[src/rtl/if_stage_pkg.sv]
// Shared CPU package: opcodes, NOP word, default reset PC and fetch FSM states.
package if_stage_pkg;

    localparam logic [31:0] DEFAULT_RESET_PC = 32'h0000_0000;
    localparam logic [31:0] NOP_WORD         = 32'h0000_0000;

    localparam logic [5:0] OPC_RTYPE = 6'b000000;
    localparam logic [5:0] OPC_J     = 6'b000010;
    localparam logic [5:0] OPC_BEQ   = 6'b000100;
    localparam logic [5:0] OPC_ADDI  = 6'b001000;
    localparam logic [5:0] OPC_LW    = 6'b100011;
    localparam logic [5:0] OPC_SW    = 6'b101011;

    typedef enum logic {
        RUN  = 1'b0,
        PEND = 1'b1
    } if_state_e;

endpackage

[src/rtl/if_id_reg.sv]
// IF/ID pipeline register; hold beats flush, flush beats load.
module if_id_reg
    import if_stage_pkg::*;
(
    input  logic        clk,
    input  logic        rst,
    input  logic        hold_i,
    input  logic        flush_i,
    input  logic [31:0] instr_i,
    input  logic [31:0] pc4_i,
    output logic [31:0] instr_o,
    output logic [31:0] pc4_o,
    output logic        valid_o
);

    logic [31:0] instr_q, instr_d;
    logic [31:0] pc4_q, pc4_d;
    logic        valid_q, valid_d;

    always_comb begin
        instr_d = instr_q;
        pc4_d   = pc4_q;
        valid_d = valid_q;
        if (hold_i) begin
            instr_d = instr_q;
        end else if (flush_i) begin
            instr_d = NOP_WORD;
            pc4_d   = 32'h0;
            valid_d = 1'b0;
        end else begin
            instr_d = instr_i;
            pc4_d   = pc4_i;
            valid_d = 1'b1;
        end
    end

    always_ff @(posedge clk) begin
        if (rst) begin
            instr_q <= NOP_WORD;
            pc4_q   <= 32'h0;
            valid_q <= 1'b0;
        end else begin
            instr_q <= instr_d;
            pc4_q   <= pc4_d;
            valid_q <= valid_d;
        end
    end

    assign instr_o = instr_q;
    assign pc4_o   = pc4_q;
    assign valid_o = valid_q;

endmodule

[src/rtl/if_stage.sv]
// Instruction fetch stage: PC, RUN/PEND redirect FSM, IF/ID register.
// Define IF_SKID_BUF_EN to add a 1-entry skid register for decode stalls.
module if_stage
    import if_stage_pkg::*;
#(
    parameter logic [31:0] RESET_PC = DEFAULT_RESET_PC
) (
    input  logic        clk,
    input  logic        rst,
    output logic        ic_req,
    output logic [31:0] ic_addr,
    input  logic [31:0] ic_rdata,
    input  logic        ic_stall,
    input  logic        redirect_valid,
    input  logic [31:0] redirect_pc,
    input  logic        id_stall,
    output logic [31:0] ifid_instr,
    output logic [31:0] ifid_pc4,
    output logic        ifid_valid,
    output logic [5:0]  opcode
);

    if_state_e   state_q, state_d;
    logic [31:0] pc_q, pc_d;
    logic [31:0] pend_pc_q, pend_pc_d;
    logic [31:0] pc_plus4;
    logic [31:0] ld_instr, ld_pc4;
    logic        flush, stall_eff;

    assign pc_plus4 = pc_q + 32'd4;
    assign ic_addr  = pc_q;

`ifdef IF_SKID_BUF_EN
    logic        skid_valid_q, skid_valid_d;
    logic [31:0] skid_instr_q, skid_instr_d;
    logic [31:0] skid_pc4_q, skid_pc4_d;

    // No access is in flight while the skid entry is full.
    assign ic_req    = ~rst & ~skid_valid_q;
    assign stall_eff = ic_stall & ~skid_valid_q;
`else
    assign ic_req    = ~rst;
    assign stall_eff = ic_stall;
`endif

    always_comb begin
        state_d   = state_q;
        pc_d      = pc_q;
        pend_pc_d = pend_pc_q;
        flush     = 1'b0;
        ld_instr  = ic_rdata;
        ld_pc4    = pc_plus4;
`ifdef IF_SKID_BUF_EN
        skid_valid_d = skid_valid_q;
        skid_instr_d = skid_instr_q;
        skid_pc4_d   = skid_pc4_q;
`endif
        unique case (state_q)
            RUN: begin
                if (redirect_valid) begin
                    flush = 1'b1;
`ifdef IF_SKID_BUF_EN
                    skid_valid_d = 1'b0;
`endif
                    if (stall_eff) begin
                        pend_pc_d = redirect_pc;
                        state_d   = PEND;
                    end else begin
                        pc_d = redirect_pc;
                    end
                end else if (stall_eff) begin
                    flush = 1'b1;
`ifdef IF_SKID_BUF_EN
                end else if (skid_valid_q) begin
                    ld_instr = skid_instr_q;
                    ld_pc4   = skid_pc4_q;
                    if (!id_stall) skid_valid_d = 1'b0;
                end else if (id_stall) begin
                    skid_valid_d = 1'b1;
                    skid_instr_d = ic_rdata;
                    skid_pc4_d   = pc_plus4;
                    pc_d         = pc_plus4;
`endif
                end else if (!id_stall) begin
                    pc_d = pc_plus4;
                end
            end
            PEND: begin
                // Data returned here belongs to the abandoned path.
                flush = 1'b1;
                if (redirect_valid) pend_pc_d = redirect_pc;
                if (!ic_stall) begin
                    pc_d    = redirect_valid ? redirect_pc : pend_pc_q;
                    state_d = RUN;
                end
            end
            default: state_d = RUN;
        endcase
    end

    always_ff @(posedge clk) begin
        if (rst) begin
            state_q   <= RUN;
            pc_q      <= RESET_PC;
            pend_pc_q <= 32'h0;
        end else begin
            state_q   <= state_d;
            pc_q      <= pc_d;
            pend_pc_q <= pend_pc_d;
        end
    end

`ifdef IF_SKID_BUF_EN
    always_ff @(posedge clk) begin
        if (rst) begin
            skid_valid_q <= 1'b0;
            skid_instr_q <= NOP_WORD;
            skid_pc4_q   <= 32'h0;
        end else begin
            skid_valid_q <= skid_valid_d;
            skid_instr_q <= skid_instr_d;
            skid_pc4_q   <= skid_pc4_d;
        end
    end
`endif

    if_id_reg u_if_id_reg (
        .clk     (clk),
        .rst     (rst),
        .hold_i  (id_stall),
        .flush_i (flush),
        .instr_i (ld_instr),
        .pc4_i   (ld_pc4),
        .instr_o (ifid_instr),
        .pc4_o   (ifid_pc4),
        .valid_o (ifid_valid)
    );

    assign opcode = ifid_instr[31:26];

endmodule

[config.mk]
export PLATFORM = sky130hd
export DESIGN_NAME = if_stage
export DESIGN_NICKNAME = d
export VERILOG_FILES = /design/src/rtl/if_stage_pkg.sv /design/src/rtl/if_id_reg.sv /design/src/rtl/if_stage.sv
export SDC_FILE = /design/constraint.sdc
export NUM_CORES = 1
export LEC_CHECK = 0
export ABC_AREA = 1
export ABC_CLOCK_PERIOD_IN_PS = 2210
export BUFFER_PORTS_ARGS = -buffer_cell sky130_fd_sc_hd__buf_4
export CORE_UTILIZATION = 50
export CTS_CLUSTER_DIAMETER = 150
export DETAILED_ROUTE_END_ITERATION = 12
export PLACE_DENSITY = 0.78
export SKIP_LAST_GASP = 1
export SLEW_MARGIN = 20
export SYNTH_ARGS = -nofsm -noshare
export SYNTH_HDL_FRONTEND = slang
export SYNTH_SLANG_ARGS = --single-unit
[constraint.sdc]
create_clock -name clk -period 2.21 [get_ports clk]
set_clock_uncertainty 0.1 [all_clocks]
set_input_delay 0.1105 -clock clk [delete_from_list [all_inputs] [get_ports clk]]
set_output_delay 0.1105 -clock clk [all_outputs]
set_load 0.05 [all_outputs]
# Word level (Yosys, flattened, before mapping)
# Cells that the tools add are included.
dict set report classes {
  addsub 1
  n_eq_ne 5
  n_mux 18
  bitwise 2
  n_reduce_logical 2
}
# cell count
set op_table {}
lappend op_table {{$mux 32} 10}
lappend op_table {{$pmux 32 s2} 2}
lappend op_table {{$add 32x3->32 const B} 1}
lappend op_table {{$ne 2x2->1 const B} 4}
lappend op_table {{$mux 1} 4}
lappend op_table {{$pmux 1 s2} 2}
lappend op_table {{$ne 3x3->1 const B} 1}
lappend op_table {{$reduce_and 3->1} 1}
lappend op_table {{$not 1->1} 2}
lappend op_table {{$reduce_and 2->1} 1}
dict set report totals {
  reg_bits 130
  inputBits 69
  output_inout_bits 104
}

# Depth between registers and ports, before layout
# Gate-level depths: netlist (run 1).
dict set report depth {
  word_depth 5
  ltp_mapped 10
}

# Hierarchy
# From an unflattened synthesis (run 1), not the netlist that was laid out.
dict set report unflattened {
  cells_unflattened 840
  hier_area_um2 5993.2
}
# mod n_inst cells_each area_each_um2 seq_area_each_um2
set modules_own_cells {}
lappend modules_own_cells {if_stage 1 559 3767.4 1301.2}
lappend modules_own_cells {if_id_reg 1 281 2225.9 1301.2}

# Least setup slack after synthesis (run 1)
# Ideal clock, no wire load.
dict set report synth_path {
  kind {reg2reg}
  from {register pc_q[3], in the netlist ic_addr[3]}
  to {register u_if_id_reg.pc4_q[24], in the netlist u_if_id_reg.pc4_o[24]}
  setup_ns 0.132
  t_arrival_ns 1.755
  required_ns 1.978
  path_slack_ns 0.223
  path_stages_with_launch 9
  path_buffers 0
  synth_period_minus_slack_ns 1.987
  path_cell_list {dfxtp_1 ha_1 nand3_1 nor2_1 nand3_1 o21ai_0 nand2_1 nand2_1 a21oi_1}
}
dict set report synth_between {
  elab_chain_len 2
}
# element line_no
set synth_lines {}
lappend synth_lines {{start, declared} if_stage.sv:24} ;# logic [31:0] pc_q, pc_d;
lappend synth_lines {{start signal, assigned} if_stage.sv:108} ;# pc_q <= pc_d;
lappend synth_lines {{$add 32x3->32} if_stage.sv:30} ;# assign pc_plus4 = pc_q + 32'd4;
lappend synth_lines {{$mux 32} if_id_reg.sv:26} ;# end else if (flush_i) begin
lappend synth_lines {{end signal, assigned} if_id_reg.sv:44} ;# pc4_q <= pc4_d;
lappend synth_lines {{end, declared} if_id_reg.sv:17} ;# logic [31:0] pc4_q, pc4_d;
# No other way between the ends.
# A chain may end at the register's enable or synchronous reset.

# Final worst setup path (run 1)
dict set report layout_path {
  from {input port redirect_valid}
  to {register pc_q[14], in the netlist ic_addr[14]}
}
dict set report layout_between {
  elab_chain_len 3
}
# element line_no
set layout_lines {}
lappend layout_lines {{start, declared} if_stage.sv:14} ;# input logic redirect_valid,
lappend layout_lines {{$mux 32} --}
lappend layout_lines {{$mux 32} if_stage.sv:92} ;# if (!ic_stall) begin
lappend layout_lines {{$pmux 32 s2} if_stage.sv:58} ;# unique case (state_q)
# Parallel ways exist; a longest one is shown, timed or not. The select of a mux whose other input is x is not followed.

==> qor.log, run 1 <==
INFO  outcome        status=completed
INFO  floorplan      initial_utilization=52.30%
INFO  pwr            seq_power_share=40.2%
INFO  timing         slew_headroom=39.32%
INFO  layout         fin_cells=1164
INFO  global_route   grt_first_pass_wirelength=28.01mm
INFO  setup_path     worstPathRequired=2370ps
INFO  global_route   grt-ovfl-total=0
INFO  cts            clockBufferDepth=2
INFO  pwr            worst_ir_drop_vdd=0.8766mV
INFO  synth          synth_top_cells_by_count=sky130_fd_sc_hd__nand2_1 (256), sky130_fd_sc_hd__dfxtp_1 (130), sky130_fd_sc_hd__a21oi_1 (101), sky130_fd_sc_hd__nor2_1 (63), sky130_fd_sc_hd__o21ai_0 (43)
INFO  cts            numCtsBuffers=17
INFO  cts            cts-htree-levels=4
INFO  floorplan      die-area=12020squm
INFO  drt            drt_iter0_drc=531
INFO  synth          yosys.cell_count.top_type=sky130_fd_sc_hd__nand2_1
INFO  placed_design  place.detailed.instances=1059
INFO  setup_path     setup.reg_to_reg.worst_slack=260ps
INFO  hold_path      hold_path_startpoint=rst
INFO  setup_path     worst_setup_path_end_kind=flip-flop
INFO  global_route   grt_antenna_before_repair=0
INFO  timing         timing_max_transition_violations_final=0
INFO  placed_design  dpl.hpwl=11.29mm
INFO  drt            drc=0
INFO  pwr            power.switching=0.001875W
INFO  setup_path     worst_reg2reg_path_endpoint=pend_pc_q[7]$_SDFFE_PP0P_
INFO  pwr            power_density=766.2nW/um^2
INFO  setup_path     worst_case_reg_to_reg_path_depth=6
INFO  hold_path      hold-path-cell-count=5
INFO  drt            drt-total-wl=18.37mm
INFO  global_route   pin_count_of_the_biggest_net_entering_global_routing=85
INFO  floorplan      top_level_ports=173
INFO  cts            cts_sinks=130
INFO  synth          postSynthCellCount=789
INFO  global_route   global_route_usage_over_all_layers=30.72%
INFO  pwr            share_comb_of_total_power=17.2%
INFO  drt            vias_per_cell=5.375
INFO  floorplan      rows=38
INFO  synth          ys.flop_type=sky130_fd_sc_hd__dfxtp_1
INFO  setup_path     worst_setup_path_start_kind=primary input
INFO  cts            post_cts_buffers=0
INFO  cts            ctsRootBufferMaster=sky130_fd_sc_hd__clkbuf_16
INFO  drt            dr.pass1.iters=5
INFO  pwr            p_leak=3.517nW
INFO  setup_path     worst_setup_path_startpoint=redirect_valid
INFO  floorplan      area_of_the_core_region=11080squm
INFO  global_route   first_global_vias=5548
INFO  timing         setup-tns-final=0ps
INFO  floorplan      chipWidth=109.7microns
INFO  pwr            switching_share=29.14%
INFO  timing         timing.final.crit_period=1999ps
INFO  layout         share_of_cells_above_drive_strength_1=23.05%
INFO  synth          synth-seq-cells=130
INFO  timing         final_period_utilization=90.47%
INFO  setup_path     setup.worst_path.class=primary input to flip-flop
INFO  cts            tritoncts_clock_tree=done
INFO  synth          number_of_enable_flip_flop_cells_after_synthesis=0
INFO  synth          synthesis.yosys.warnings=0
INFO  synth          synthDominantAreaCellType=sky130_fd_sc_hd__dfxtp_1
INFO  placed_design  placer_congestion=0.9361
INFO  synth          synth-seq-area-share=44.91%
INFO  floorplan      die_y=109.7microns
INFO  flow_run       max-cap-violations=0
INFO  synth          post_synth.cell_area_avg=7.344squm
INFO  synth          postSynthNetCount=859
INFO  synth          postSynth.asyncResetShare=0%
INFO  timing         timing_worst_slew_pin_value=910.3ps
INFO  drt            drt.antenna.violating_nets=0
INFO  timing         fin_worst_hold_slack=228.5ps
INFO  timing         rsz_0062_raised_after_global_routing=false
INFO  hold_path      min_delay_worst_endpoint=ic_addr[0]$_SDFFE_PP0P_
INFO  setup_path     crit_path_max_fanout=30
INFO  timing         timing.final.setup_violations=0
INFO  drt            routed_wl_per_cell=15.78microns
INFO  synth          netlist.area_leader.share=44.91%
INFO  cts            clock_insertion_delay_worst_skew=410ps
INFO  layout         synthToLayoutAreaGrowth=44.89%
INFO  setup_path     cp.arrival=2160ps
INFO  layout         nets=1081
INFO  drt            via_count=6257
INFO  pwr            power_total=0.006433W
INFO  synth          synth_area=5794squm
INFO  hold_path      worstHoldPathType=primary input to flip-flop
INFO  pwr            pwr-share-clk=42.7%
INFO  timing         final-hold-violation-count=0
INFO  setup_path     critical_path.reg2reg.startpoint=state_q$_SDFF_PP0_
INFO  timing         max_clock_freq=0.5002GHz
INFO  synth          synth_cell_types=36
INFO  cts            worst_setup_hold_path_clk_slew=60ps
INFO  placed_design  port_buffers=172
INFO  synth          synth.area.top_cells=sky130_fd_sc_hd__dfxtp_1 (45%), sky130_fd_sc_hd__nand2_1 (17%), sky130_fd_sc_hd__a21oi_1 (8.7%)
INFO  pwr            internal-power=0.004558W
INFO  layout         num_antenna_cells=0
## per-stage QoR
| stage | worst slack [ps] | cell area, sq um | utilization [%] |
|---|---|---|---|
| 2_1_floorplan | 222.9 | 5794 | - |
| 3_3_place_gp | 219.1 | 7089 | 63.99 |
| 3_5_place_dp | 168.8 | 7089 | 63.99 |
| 4_1_cts | 132.9 | 8389 | 75.73 |
| 5_1_grt | 127.1 | 8396 | 75.79 |
| 6_report | 210.6 | 8396 | 75.79 |
## logic make-up (layout without fill, tap and decap cells)
logic type | Yosys count | count (layout) | share of synthesized area, %
DFF | 130 | 130 | 44.91
buffers and inverters | 82 | 316 | 6.499
AOI/OAI and AO/OA | 185 | 185 | 18.14
muxes | 6 | 6 | 1.037
xor gates and xnor gates | 15 | 15 | 2.267
adders and majority gates | 1 | 1 | 0.2159
and+or+nand+nor | 370 | 371 | 26.93
## flip-flops by register name (all words and copies together) (netlist names)
name                 count
pend_pc_q               32
state_q                  1
u_if_id_reg.valid_o      1
u_if_id_reg.pc4_o       32
u_if_id_reg.instr_o     32
ic_addr                 32
## repair_timing
| action | CTS | global route |
|---|---|---|
| gates resized for setup | 0 | 0 |
| hold endpoints to repair | 89 | 0 |
| hold buffers | 72 | 0 |
| setup endpoints to repair | 0 | 19 |
## area by class of cell
| cell class | instances | area (sq um) |
|---|---|---|
| Multi-Input combinational cell | 578 | 2821 |
| Fill cell | 828 | 2683 |
| Sequential cell | 130 | 2603 |
| Timing Repair Buffer | 254 | 2100 |
| Clock buffer | 19 | 442.9 |
| Tap cell | 140 | 175.2 |
| Clock inverter | 13 | 136.4 |
| Inverter | 30 | 117.6 |
## power by group through the flow
| stage | Clock (W) | Combinational (W) | Sequential, W |
|---|---|---|---|
| finish | 0.00274 | 0.00111 | 0.00258 |
| global route | 0.00288 | 0.00117 | 0.00260 |
| CTS | 0.00275 | 0.00108 | 0.00258 |
| detailed placement | 0 | 0.000977 | 0.00263 |
| global placement | 0 | 0.000970 | 0.00263 |
| floorplan | 0 | 0.000388 | 0.00286 |
## placed cells by master (no fill, tap or decap), drive strengths merged
cell type    netlist  layout
o211ai             2       2
inv               30      31
nand3b             9       9
xnor2              6       6
bufinv             0       2
nand3             21      21
clkinv             0       6
and3               1       1
nand2            260     260
a21o               1       1
o21ai             45      45
a41oi              3       3
buf               26     182
a311oi             1       1
ha                 1       1
a21oi            101     101
dlygate4sd3        0      72
a221oi            20      20
and2               1       1
nand4              2       2
clkbuf            26      19
nor2              76      77
xor2               9       9
a31oi              6       6
a211oi             4       4
clkinvlp           0       4
a22oi              2       2
mux2i              6       6
dfxtp            130     130
## routing by layer
| metal | global-route usage [%] | share of wire (%) |
|---|---|---|
| met1 | 41.57 | 43 |
| met2 | 47.39 | 47 |
| met3 | 6.876 | 6.9 |
| met4 | 12.38 | 2.8 |
| met5 | 0 | 0 |
## critical path, stage by stage
cell,delay (ps)
sky130_fd_sc_hd__dlygate4sd3_1,530
sky130_fd_sc_hd__buf_4,210
sky130_fd_sc_hd__inv_1,100
sky130_fd_sc_hd__nand2_2,110
sky130_fd_sc_hd__inv_2,240
sky130_fd_sc_hd__a221oi_1,680
sky130_fd_sc_hd__a21oi_1,160
## how the worst max path moves through the flow
stage | endpoint
after global routing | pend_pc_q[6]$_SDFFE_PP0P_
after CTS | ic_addr[15]$_SDFFE_PP0P_
final | ic_addr[14]$_SDFFE_PP0P_
after global placement | ic_addr[7]$_SDFFE_PP0P_
after floorplan | u_if_id_reg.pc4_o[24]$_SDFFE_PP0N_
after detailed placement | ic_addr[5]$_SDFFE_PP0P_
(Power assumes the default switching activity.)
==> inputs of run 2 (changes only) <==
--- a/config.mk
+++ b/config.mk
@@ -8,10 +8,11 @@
 export ABC_AREA = 1
 export ABC_CLOCK_PERIOD_IN_PS = 2210
 export BUFFER_PORTS_ARGS = -buffer_cell sky130_fd_sc_hd__buf_4
+export CORE_ASPECT_RATIO = 2
 export CORE_UTILIZATION = 50
 export CTS_CLUSTER_DIAMETER = 150
 export DETAILED_ROUTE_END_ITERATION = 12
-export PLACE_DENSITY = 0.78
+export PLACE_DENSITY = 0.84
 export SKIP_LAST_GASP = 1
 export SLEW_MARGIN = 20
 export SYNTH_ARGS = -nofsm -noshare
==> run 2 against run 1 <==
Register-to-register slack lost 130 ps. Cell count grew 0.34%. Utilization decreased by 0.54 points. Clock power grew 6%. First-iteration DRC count shrank 27%. Global-route usage fell by 0.20 points. Non-clock buffer count increased by 2. Design area up 1.1%. Sequential cell count unchanged. Critical path type unchanged. Largest power group unchanged.
==> qor.log, run 2 (synthesized netlist as in run 1, its figures left out) <==
INFO  layout         filler_cell_count=794 [-4.1%]
INFO  floorplan      die-area=12050squm [+0.22%]
INFO  layout         share_of_cells_above_drive_strength_1=23.29% [+0.25 points]
INFO  hold_path      worstHoldPathType=primary input to flip-flop
INFO  drt            dr.pass1.iters=5 [unchanged]
INFO  floorplan      chipWidth=78.12microns [-29%]
INFO  setup_path     cp.arrival=2360ps [+200 ps]
INFO  cts            post_cts_buffers=0 [unchanged]
INFO  global_route   pin_count_of_the_biggest_net_entering_global_routing=66 [-22%]
INFO  placed_design  place.detailed.instances=1062 [+0.28%]
INFO  setup_path     worstPathRequired=2460ps [+90 ps]
INFO  layout         layout_common_cells=sky130_fd_sc_hd__nand2_1 (256), sky130_fd_sc_hd__buf_4 (181), sky130_fd_sc_hd__dfxtp_1 (130), sky130_fd_sc_hd__a21oi_1 (101), sky130_fd_sc_hd__dlygate4sd3_1 (72)
INFO  timing         timing.final.crit_period=2109ps [+109.4 ps]
INFO  placed_design  port_buffers=172 [unchanged]
INFO  timing         final-hold-violation-count=0 [unchanged]
INFO  timing         timing_worst_slew_pin_value=649.2ps [-261.1 ps]
INFO  floorplan      top_level_ports=173 [unchanged]
INFO  floorplan      area_of_the_core_region=11290squm [+1.9%]
INFO  drt            drt_iter0_drc=389 [-27%]
INFO  outcome        status=completed
INFO  setup_path     setup.reg_to_reg.worst_slack=130ps [-130 ps]
INFO  setup_path     setup.worst_path.class=primary input to flip-flop
INFO  cts            cts-htree-levels=4 [unchanged]
INFO  drt            drt.antenna.violating_nets=0 [unchanged]
INFO  cts            worst_setup_hold_path_clk_slew=60ps [about the same]
INFO  timing         timing.final.setup_violations=0 [unchanged]
INFO  cts            tritoncts_clock_tree=done
INFO  cts            cts_sinks=130 [unchanged]
INFO  cts            numCtsBuffers=17 [unchanged]
INFO  layout         layout.cell_area.non_filler=8492squm [+1.1%]
INFO  layout         post-route-util=75.24% [-0.54 points]
INFO  global_route   grt-ovfl-total=0 [unchanged]
INFO  placed_design  placedInstanceArea=7112squm [+0.32%]
INFO  drt            drt-total-wl=18.83mm [+2.5%]
INFO  layout         synthToLayoutAreaGrowth=46.56%
INFO  placed_design  dpl.hpwl=11.73mm [+3.9%]
INFO  setup_path     crit_path_end=u_if_id_reg.instr_o[26]$_SDFFE_PP0N_
INFO  drt            vias_per_cell=5.445 [+1.3%]
INFO  layout         fin_cells=1168 [+0.34%]
INFO  flow_run       max-cap-violations=0 [unchanged]
INFO  pwr            power_total=0.006587W [+2.4%]
INFO  floorplan      initial_utilization=51.34% [-0.96 points]
INFO  setup_path     worst_setup_path_end_kind=flip-flop
INFO  pwr            power_density=775.7nW/um^2 [+1.2%]
INFO  placed_design  placer_congestion=0.9211 [-1.6%]
INFO  global_route   first_global_vias=6117 [+10%]
INFO  timing         timing_max_transition_violations_final=0 [unchanged]
INFO  layout         mostFrequentLayoutCell=sky130_fd_sc_hd__nand2_1
INFO  cts            clockBufferDepth=2 [unchanged]
INFO  drt            via_count=6360 [+1.6%]
INFO  timing         rsz_0062_raised_after_global_routing=false
INFO  setup_path     critical_path.reg2reg.startpoint=state_q$_SDFF_PP0_
INFO  drt            drc=0 [unchanged]
INFO  timing         final_period_utilization=95.42% [+5.0 points]
INFO  setup_path     worst_case_reg_to_reg_path_depth=7 [+1]
INFO  pwr            worst_ir_drop_vdd=0.6304mV [-28%]
INFO  global_route   grt_antenna_before_repair=0 [unchanged]
INFO  setup_path     worst_setup_path_startpoint=redirect_valid
INFO  timing         slew_headroom=56.72% [+17 points]
INFO  drt            routed_wl_per_cell=16.12microns [+2.2%]
INFO  cts            clock_insertion_delay_worst_skew=410ps [about the same]
INFO  setup_path     worst_reg2reg_path_endpoint=u_if_id_reg.instr_o[26]$_SDFFE_PP0N_
INFO  floorplan      die_y=154.2microns [+41%]
INFO  layout         nets=1083 [+0.19%]
INFO  layout         num_antenna_cells=0 [unchanged]
INFO  pwr            p_leak=3.563nW [+1.3%]
INFO  floorplan      rows=55 [+45%]
INFO  global_route   grt_first_pass_wirelength=28.91mm [+3.2%]
INFO  setup_path     worst_setup_path_start_kind=primary input
INFO  timing         setup-tns-final=0ps [unchanged]
INFO  timing         max_clock_freq=0.4742GHz [-5.2%]
INFO  setup_path     crit_path_max_fanout=32 [+6.7%]
INFO  cts            ctsRootBufferMaster=sky130_fd_sc_hd__clkbuf_16
INFO  global_route   global_route_usage_over_all_layers=30.52% [-0.20 points]
## run 2: changes by cell type in the layout (fill, tap and decap cells not counted)
cell and change:
sky130_fd_sc_hd__clkbuf_8 +2, sky130_fd_sc_hd__clkbuf_16 +1, sky130_fd_sc_hd__inv_6 -1, sky130_fd_sc_hd__clkbuf_1 -1, sky130_fd_sc_hd__buf_12 +1, sky130_fd_sc_hd__clkinv_4 +1, sky130_fd_sc_hd__nor2_4 +1, sky130_fd_sc_hd__bufinv_16 +1
sky130_fd_sc_hd__clkinv_2 -2, sky130_fd_sc_hd__nor2_2 -1
## run 2: metrics by stage
stage | setup WS (ps) | hold slack (ps)
after floorplan | 222.9 | 133.2
after detailed placement | 106.1 | 253.3
after CTS | 27.53 | 15.58
after global placement | 181.7 | 248.6
final | 101.2 | 86.88
after global routing | 13.65 | 54.45
## run 2: worst min-delay path by stage
stage | startpoint | endpoint | slack, ps | cells after the start
after global routing | id_stall | u_if_id_reg.pc4_o[31]$_SDFFE_PP0N_ | 50 | 4
after detailed placement | redirect_pc[10] | pend_pc_q[10]$_SDFFE_PP0P_ | 250 | 3
after floorplan | ic_stall | state_q$_SDFF_PP0_ | 130 | 2
after global placement | redirect_pc[10] | pend_pc_q[10]$_SDFFE_PP0P_ | 250 | 3
after CTS | id_stall | u_if_id_reg.pc4_o[31]$_SDFFE_PP0N_ | 20 | 4
final | id_stall | u_if_id_reg.pc4_o[31]$_SDFFE_PP0N_ | 90 | 4
## run 2: report_power, final
group / total, W / switching, W / internal [W] / leakage, nW
combinational: 0.00111 / 0.000693 / 0.000415 / 2.21
sequential: 0.00258 / 0.000121 / 0.00246 / 1.06
clock: 0.00290 / 0.00103 / 0.00186 / 0.294
total: 0.00659 / 0.00185 / 0.00474 / 3.56
## run 2: timing repair
| item | 4_1_cts | 5_1_grt |
|---|---|---|
| endpoints found under the hold margin | 95 | 0 |
| setup endpoints to repair | 0 | 30 |
| hold buffers | 72 | 0 |
| gates resized for setup | 0 | 1 |
## run 2: routing by layer
layer | track usage, % | wire length (microns)
met3 | 6.136 | 1224
met2 | 53.97 | 9733
met5 | 0 | 0
met1 | 32.01 | 6835
met4 | 20.11 | 1039
## run 2: cell type report
class	count	area (sq um)	share of cell area, %
clock inverter	12	156.4	1.842
clock buffer	20	466.7	5.496
inverter	30	117.6	1.385
tap	142	177.7	2.092
sequential	130	2603	30.65
timing repair buffer	256	2145	25.25
multi-input combinational	578	2826	33.28
## run 2: worst max-delay path, stage by stage
cell                            delay [ps]
sky130_fd_sc_hd__dlygate4sd3_1         540
sky130_fd_sc_hd__buf_4                 200
sky130_fd_sc_hd__nor2_4                210
sky130_fd_sc_hd__inv_4                  60
sky130_fd_sc_hd__nor2_4                200
sky130_fd_sc_hd__buf_12                230
sky130_fd_sc_hd__nand2_1                90
sky130_fd_sc_hd__a21oi_1               130
sky130_fd_sc_hd__dlygate4sd3_1         570
==> inputs of run 3 (changes only) <==
--- a/config.mk
+++ b/config.mk
@@ -9,10 +9,10 @@
 export ABC_CLOCK_PERIOD_IN_PS = 2210
 export BUFFER_PORTS_ARGS = -buffer_cell sky130_fd_sc_hd__buf_4
 export CORE_ASPECT_RATIO = 2
-export CORE_UTILIZATION = 50
+export CORE_UTILIZATION = 52
 export CTS_CLUSTER_DIAMETER = 150
 export DETAILED_ROUTE_END_ITERATION = 12
-export PLACE_DENSITY = 0.84
+export PLACE_DENSITY = 0.86
 export SKIP_LAST_GASP = 1
 export SLEW_MARGIN = 20
 export SYNTH_ARGS = -nofsm -noshare
==> run 3 against run 2 <==
Cell count shrank 1.1%. Combinational power is essentially flat. Clock power shrank 1%. Clock-buffer cell count shrank 1. Via count shrank 1.9%. Largest power group unchanged. Die area shrank 3.8%. Non-clock buffer count shrank 11.
==> qor.log, run 3 (synthesized netlist as in run 1, its figures left out) <==
INFO  timing         slew_headroom=40.91% [-16 points]
INFO  drt            drc=0 [unchanged]
INFO  drt            drt_iter0_drc=337 [-13%]
INFO  outcome        status=completed
INFO  hold_path      hold_path_startpoint=redirect_valid
INFO  hold_path      worstHoldPathType=primary input to flip-flop
INFO  setup_path     critical_path.reg2reg.startpoint=ic_addr[2]$_SDFFE_PP0P_
INFO  pwr            power_density=782.7nW/um^2 [+0.90%]
INFO  hold_path      hold-path-cell-count=3 [-1]
INFO  placed_design  placer_congestion=0.8926 [-3.1%]
INFO  global_route   pin_count_of_the_biggest_net_entering_global_routing=85 [+29%]
INFO  timing         timing_worst_slew_pin_value=886.3ps [+237.2 ps]
INFO  floorplan      top_level_ports=173 [unchanged]
INFO  floorplan      initial_utilization=53.27% [+1.9 points]
INFO  layout         synthToLayoutAreaGrowth=44.01%
INFO  timing         timing.final.crit_period=2009ps [-100.2 ps]
INFO  drt            dr.pass1.iters=5 [unchanged]
INFO  timing         timing_max_transition_violations_final=0 [unchanged]
INFO  timing         final_period_utilization=90.88% [-4.5 points]
INFO  drt            drt.antenna.violating_nets=0 [unchanged]
INFO  floorplan      chipWidth=76.64microns [-1.9%]
INFO  placed_design  dpl.hpwl=11.37mm [-3.1%]
INFO  cts            cts_sinks=130 [unchanged]
INFO  global_route   grt-ovfl-total=0 [unchanged]
INFO  timing         rsz_0062_raised_after_global_routing=false
INFO  setup_path     crit_path_max_fanout=5 [-84%]
INFO  cts            worst_setup_hold_path_clk_slew=60ps [about the same]
INFO  layout         post-route-util=76.71% [+1.5 points]
INFO  setup_path     setup.worst_path.class=flip-flop to flip-flop
INFO  layout         mostFrequentLayoutCell=sky130_fd_sc_hd__nand2_1
INFO  cts            tritoncts_clock_tree=done
INFO  cts            numCtsBuffers=17 [unchanged]
INFO  setup_path     worst_case_reg_to_reg_path_depth=7 [unchanged]
INFO  timing         final-hold-violation-count=0 [unchanged]
INFO  placed_design  placedInstanceArea=7074squm [-0.53%]
INFO  floorplan      die-area=11590squm [-3.8%]
INFO  drt            via_count=6237 [-1.9%]
INFO  setup_path     critPathTopFamily=simple AND/OR/NAND/NOR gates
INFO  placed_design  dp_slack=194.3ps [+88.21 ps]
INFO  hold_path      min_delay_worst_endpoint=pend_pc_q[3]$_SDFFE_PP0P_
INFO  layout         filler_cell_count=761 [-4.2%]
INFO  setup_path     crit_path_frequent_cell=sky130_fd_sc_hd__nand3_1
INFO  cts            cts-htree-levels=4 [unchanged]
INFO  setup_path     worstPathRequired=2440ps [-20 ps]
INFO  timing         fin_worst_hold_slack=73.64ps [-13.24 ps]
INFO  cts            cts-resized-gates=0 [unchanged]
INFO  cts            clockBufferDepth=2 [unchanged]
INFO  timing         timing.final.setup_violations=0 [unchanged]
INFO  setup_path     worst_reg2reg_path_endpoint=ic_addr[16]$_SDFFE_PP0P_
INFO  setup_path     worstPathCellList=ha_1, nand3_1, nor2_1, nand3_1, xnor2_1, nand2_1, a21oi_1
INFO  layout         nets=1072 [-1.0%]
INFO  cts            ctsRootBufferMaster=sky130_fd_sc_hd__clkbuf_16
INFO  drt            vias_per_cell=5.400 [-0.83%]
INFO  flow_run       max-cap-violations=0 [unchanged]
INFO  drt            routed_wl_per_cell=15.86microns [-1.6%]
INFO  pwr            worst_ir_drop_vdd=0.7079mV [+12%]
INFO  timing         fin_ws=201.5ps [+100.2 ps]
INFO  setup_path     max_stage_delay=420ps [-150 ps]
INFO  drt            drt-total-wl=18.32mm [-2.7%]
INFO  setup_path     worst_setup_path_start_kind=flip-flop
INFO  global_route   grt_first_pass_wirelength=28.34mm [-2.0%]
INFO  floorplan      die_y=151.3microns [-1.9%]
INFO  setup_path     cp_slowest_cell=sky130_fd_sc_hd__dfxtp_1
INFO  global_route   first_global_vias=5879 [-3.9%]
INFO  floorplan      rows=54 [-1.8%]
INFO  pwr            p_leak=3.508nW [-1.6%]
INFO  setup_path     setup.reg_to_reg.worst_slack=200ps [+70 ps]
INFO  timing         setup-tns-final=0ps [unchanged]
INFO  setup_path     worst_setup_path_end_kind=flip-flop
INFO  global_route   global_route_usage_over_all_layers=31.20% [+0.68 points]
INFO  floorplan      area_of_the_core_region=10880squm [-3.6%]
INFO  layout         layout.cell_area.non_filler=8344squm [-1.7%]
INFO  timing         max_clock_freq=0.4979GHz [+5.0%]
INFO  placed_design  port_buffers=172 [unchanged]
INFO  setup_path     critical_path_buf_inv_count=0 [-5]
INFO  setup_path     critical_path_cell_count=7 [-2]
INFO  layout         layout_common_cells=sky130_fd_sc_hd__nand2_1 (256), sky130_fd_sc_hd__buf_4 (179), sky130_fd_sc_hd__dfxtp_1 (130), sky130_fd_sc_hd__a21oi_1 (101), sky130_fd_sc_hd__dlygate4sd3_1 (65)
INFO  layout         share_of_cells_above_drive_strength_1=23.15% [-0.14 points]
INFO  layout         num_antenna_cells=0 [unchanged]
INFO  setup_path     cp.arrival=2240ps [-120 ps]
INFO  global_route   grt_antenna_before_repair=0 [unchanged]
INFO  cts            clock_insertion_delay_worst_skew=420ps [about the same]
## run 3: cell count changes in the layout (fill, tap and decap cells not counted)
cell / change
sky130_fd_sc_hd__dlygate4sd3_1: -7
sky130_fd_sc_hd__buf_4: -2
sky130_fd_sc_hd__clkinv_2: +2
sky130_fd_sc_hd__clkinvlp_4: -2
sky130_fd_sc_hd__buf_12: -1
sky130_fd_sc_hd__clkbuf_16: -1
sky130_fd_sc_hd__clkbuf_8: -1
sky130_fd_sc_hd__clkinv_4: +1
sky130_fd_sc_hd__nor2_2: +1
sky130_fd_sc_hd__nor2_4: -1
## run 3: layout make-up
| cell class | instances | area (sq um) | area share [%] |
|---|---|---|---|
| clock buffers | 19 | 452.9 | 5.428 |
| clock inverters | 13 | 160.2 | 1.919 |
| well taps | 140 | 175.2 | 2.099 |
| multi-input cells | 578 | 2821 | 33.81 |
| flip-flops and latches | 130 | 2603 | 31.19 |
| repair buffers | 245 | 2014 | 24.14 |
| inverters | 30 | 117.6 | 1.410 |
## run 3: how the worst max path moves through the flow
stage	from	slack [ps]	end
2_1_floorplan	ic_addr[3]$_SDFFE_PP0P_	220	u_if_id_reg.pc4_o[24]$_SDFFE_PP0N_
3_3_place_gp	redirect_valid	240	ic_addr[5]$_SDFFE_PP0P_
3_5_place_dp	state_q$_SDFF_PP0_	190	ic_addr[8]$_SDFFE_PP0P_
4_1_cts	state_q$_SDFF_PP0_	80	ic_addr[8]$_SDFFE_PP0P_
5_1_grt	ic_addr[3]$_SDFFE_PP0P_	50	u_if_id_reg.pc4_o[24]$_SDFFE_PP0N_
6_report	ic_addr[2]$_SDFFE_PP0P_	200	ic_addr[16]$_SDFFE_PP0P_
## run 3: metrics by stage
stage	power, W	std cells
4_1_cts	0.006520	1154
6_report	0.006531	1155
2_1_floorplan	0.003244	789
5_1_grt	0.006738	1155
3_3_place_gp	0.003572	1057
3_5_place_dp	0.003585	1057
## run 3: metal layers
layer  vias to the layer above  global-route usage (%)  part of all wire [%]
met3                        56                   6.145                   6.1
met2                       278                   56.53                    53
met4                         0                   16.15                   3.9
met1                      2862                   34.17                    37
met5                         -                       0                     0
li1                       3041                       -                     -
## run 3: power breakdown
group          switching, W  internal, W
sequential         0.000123      0.00246
clock               0.00104      0.00183
combinational      0.000683     0.000398
## run 3: repair_timing
action | in CTS | in global routing
endpoints found under the hold margin | 92 | 0
hold buffers | 65 | 0
setup endpoints to repair | 0 | 12
buffers inserted | 0 | 0
## run 3: worst register-to-register path, stage by stage (launching register included)
cell and delay [ps]:
sky130_fd_sc_hd__dfxtp_1 420, sky130_fd_sc_hd__ha_1 230, sky130_fd_sc_hd__nand3_1 170, sky130_fd_sc_hd__nor2_1 280, sky130_fd_sc_hd__nand3_1 200, sky130_fd_sc_hd__xnor2_1 260, sky130_fd_sc_hd__nand2_1 110, sky130_fd_sc_hd__a21oi_1 170
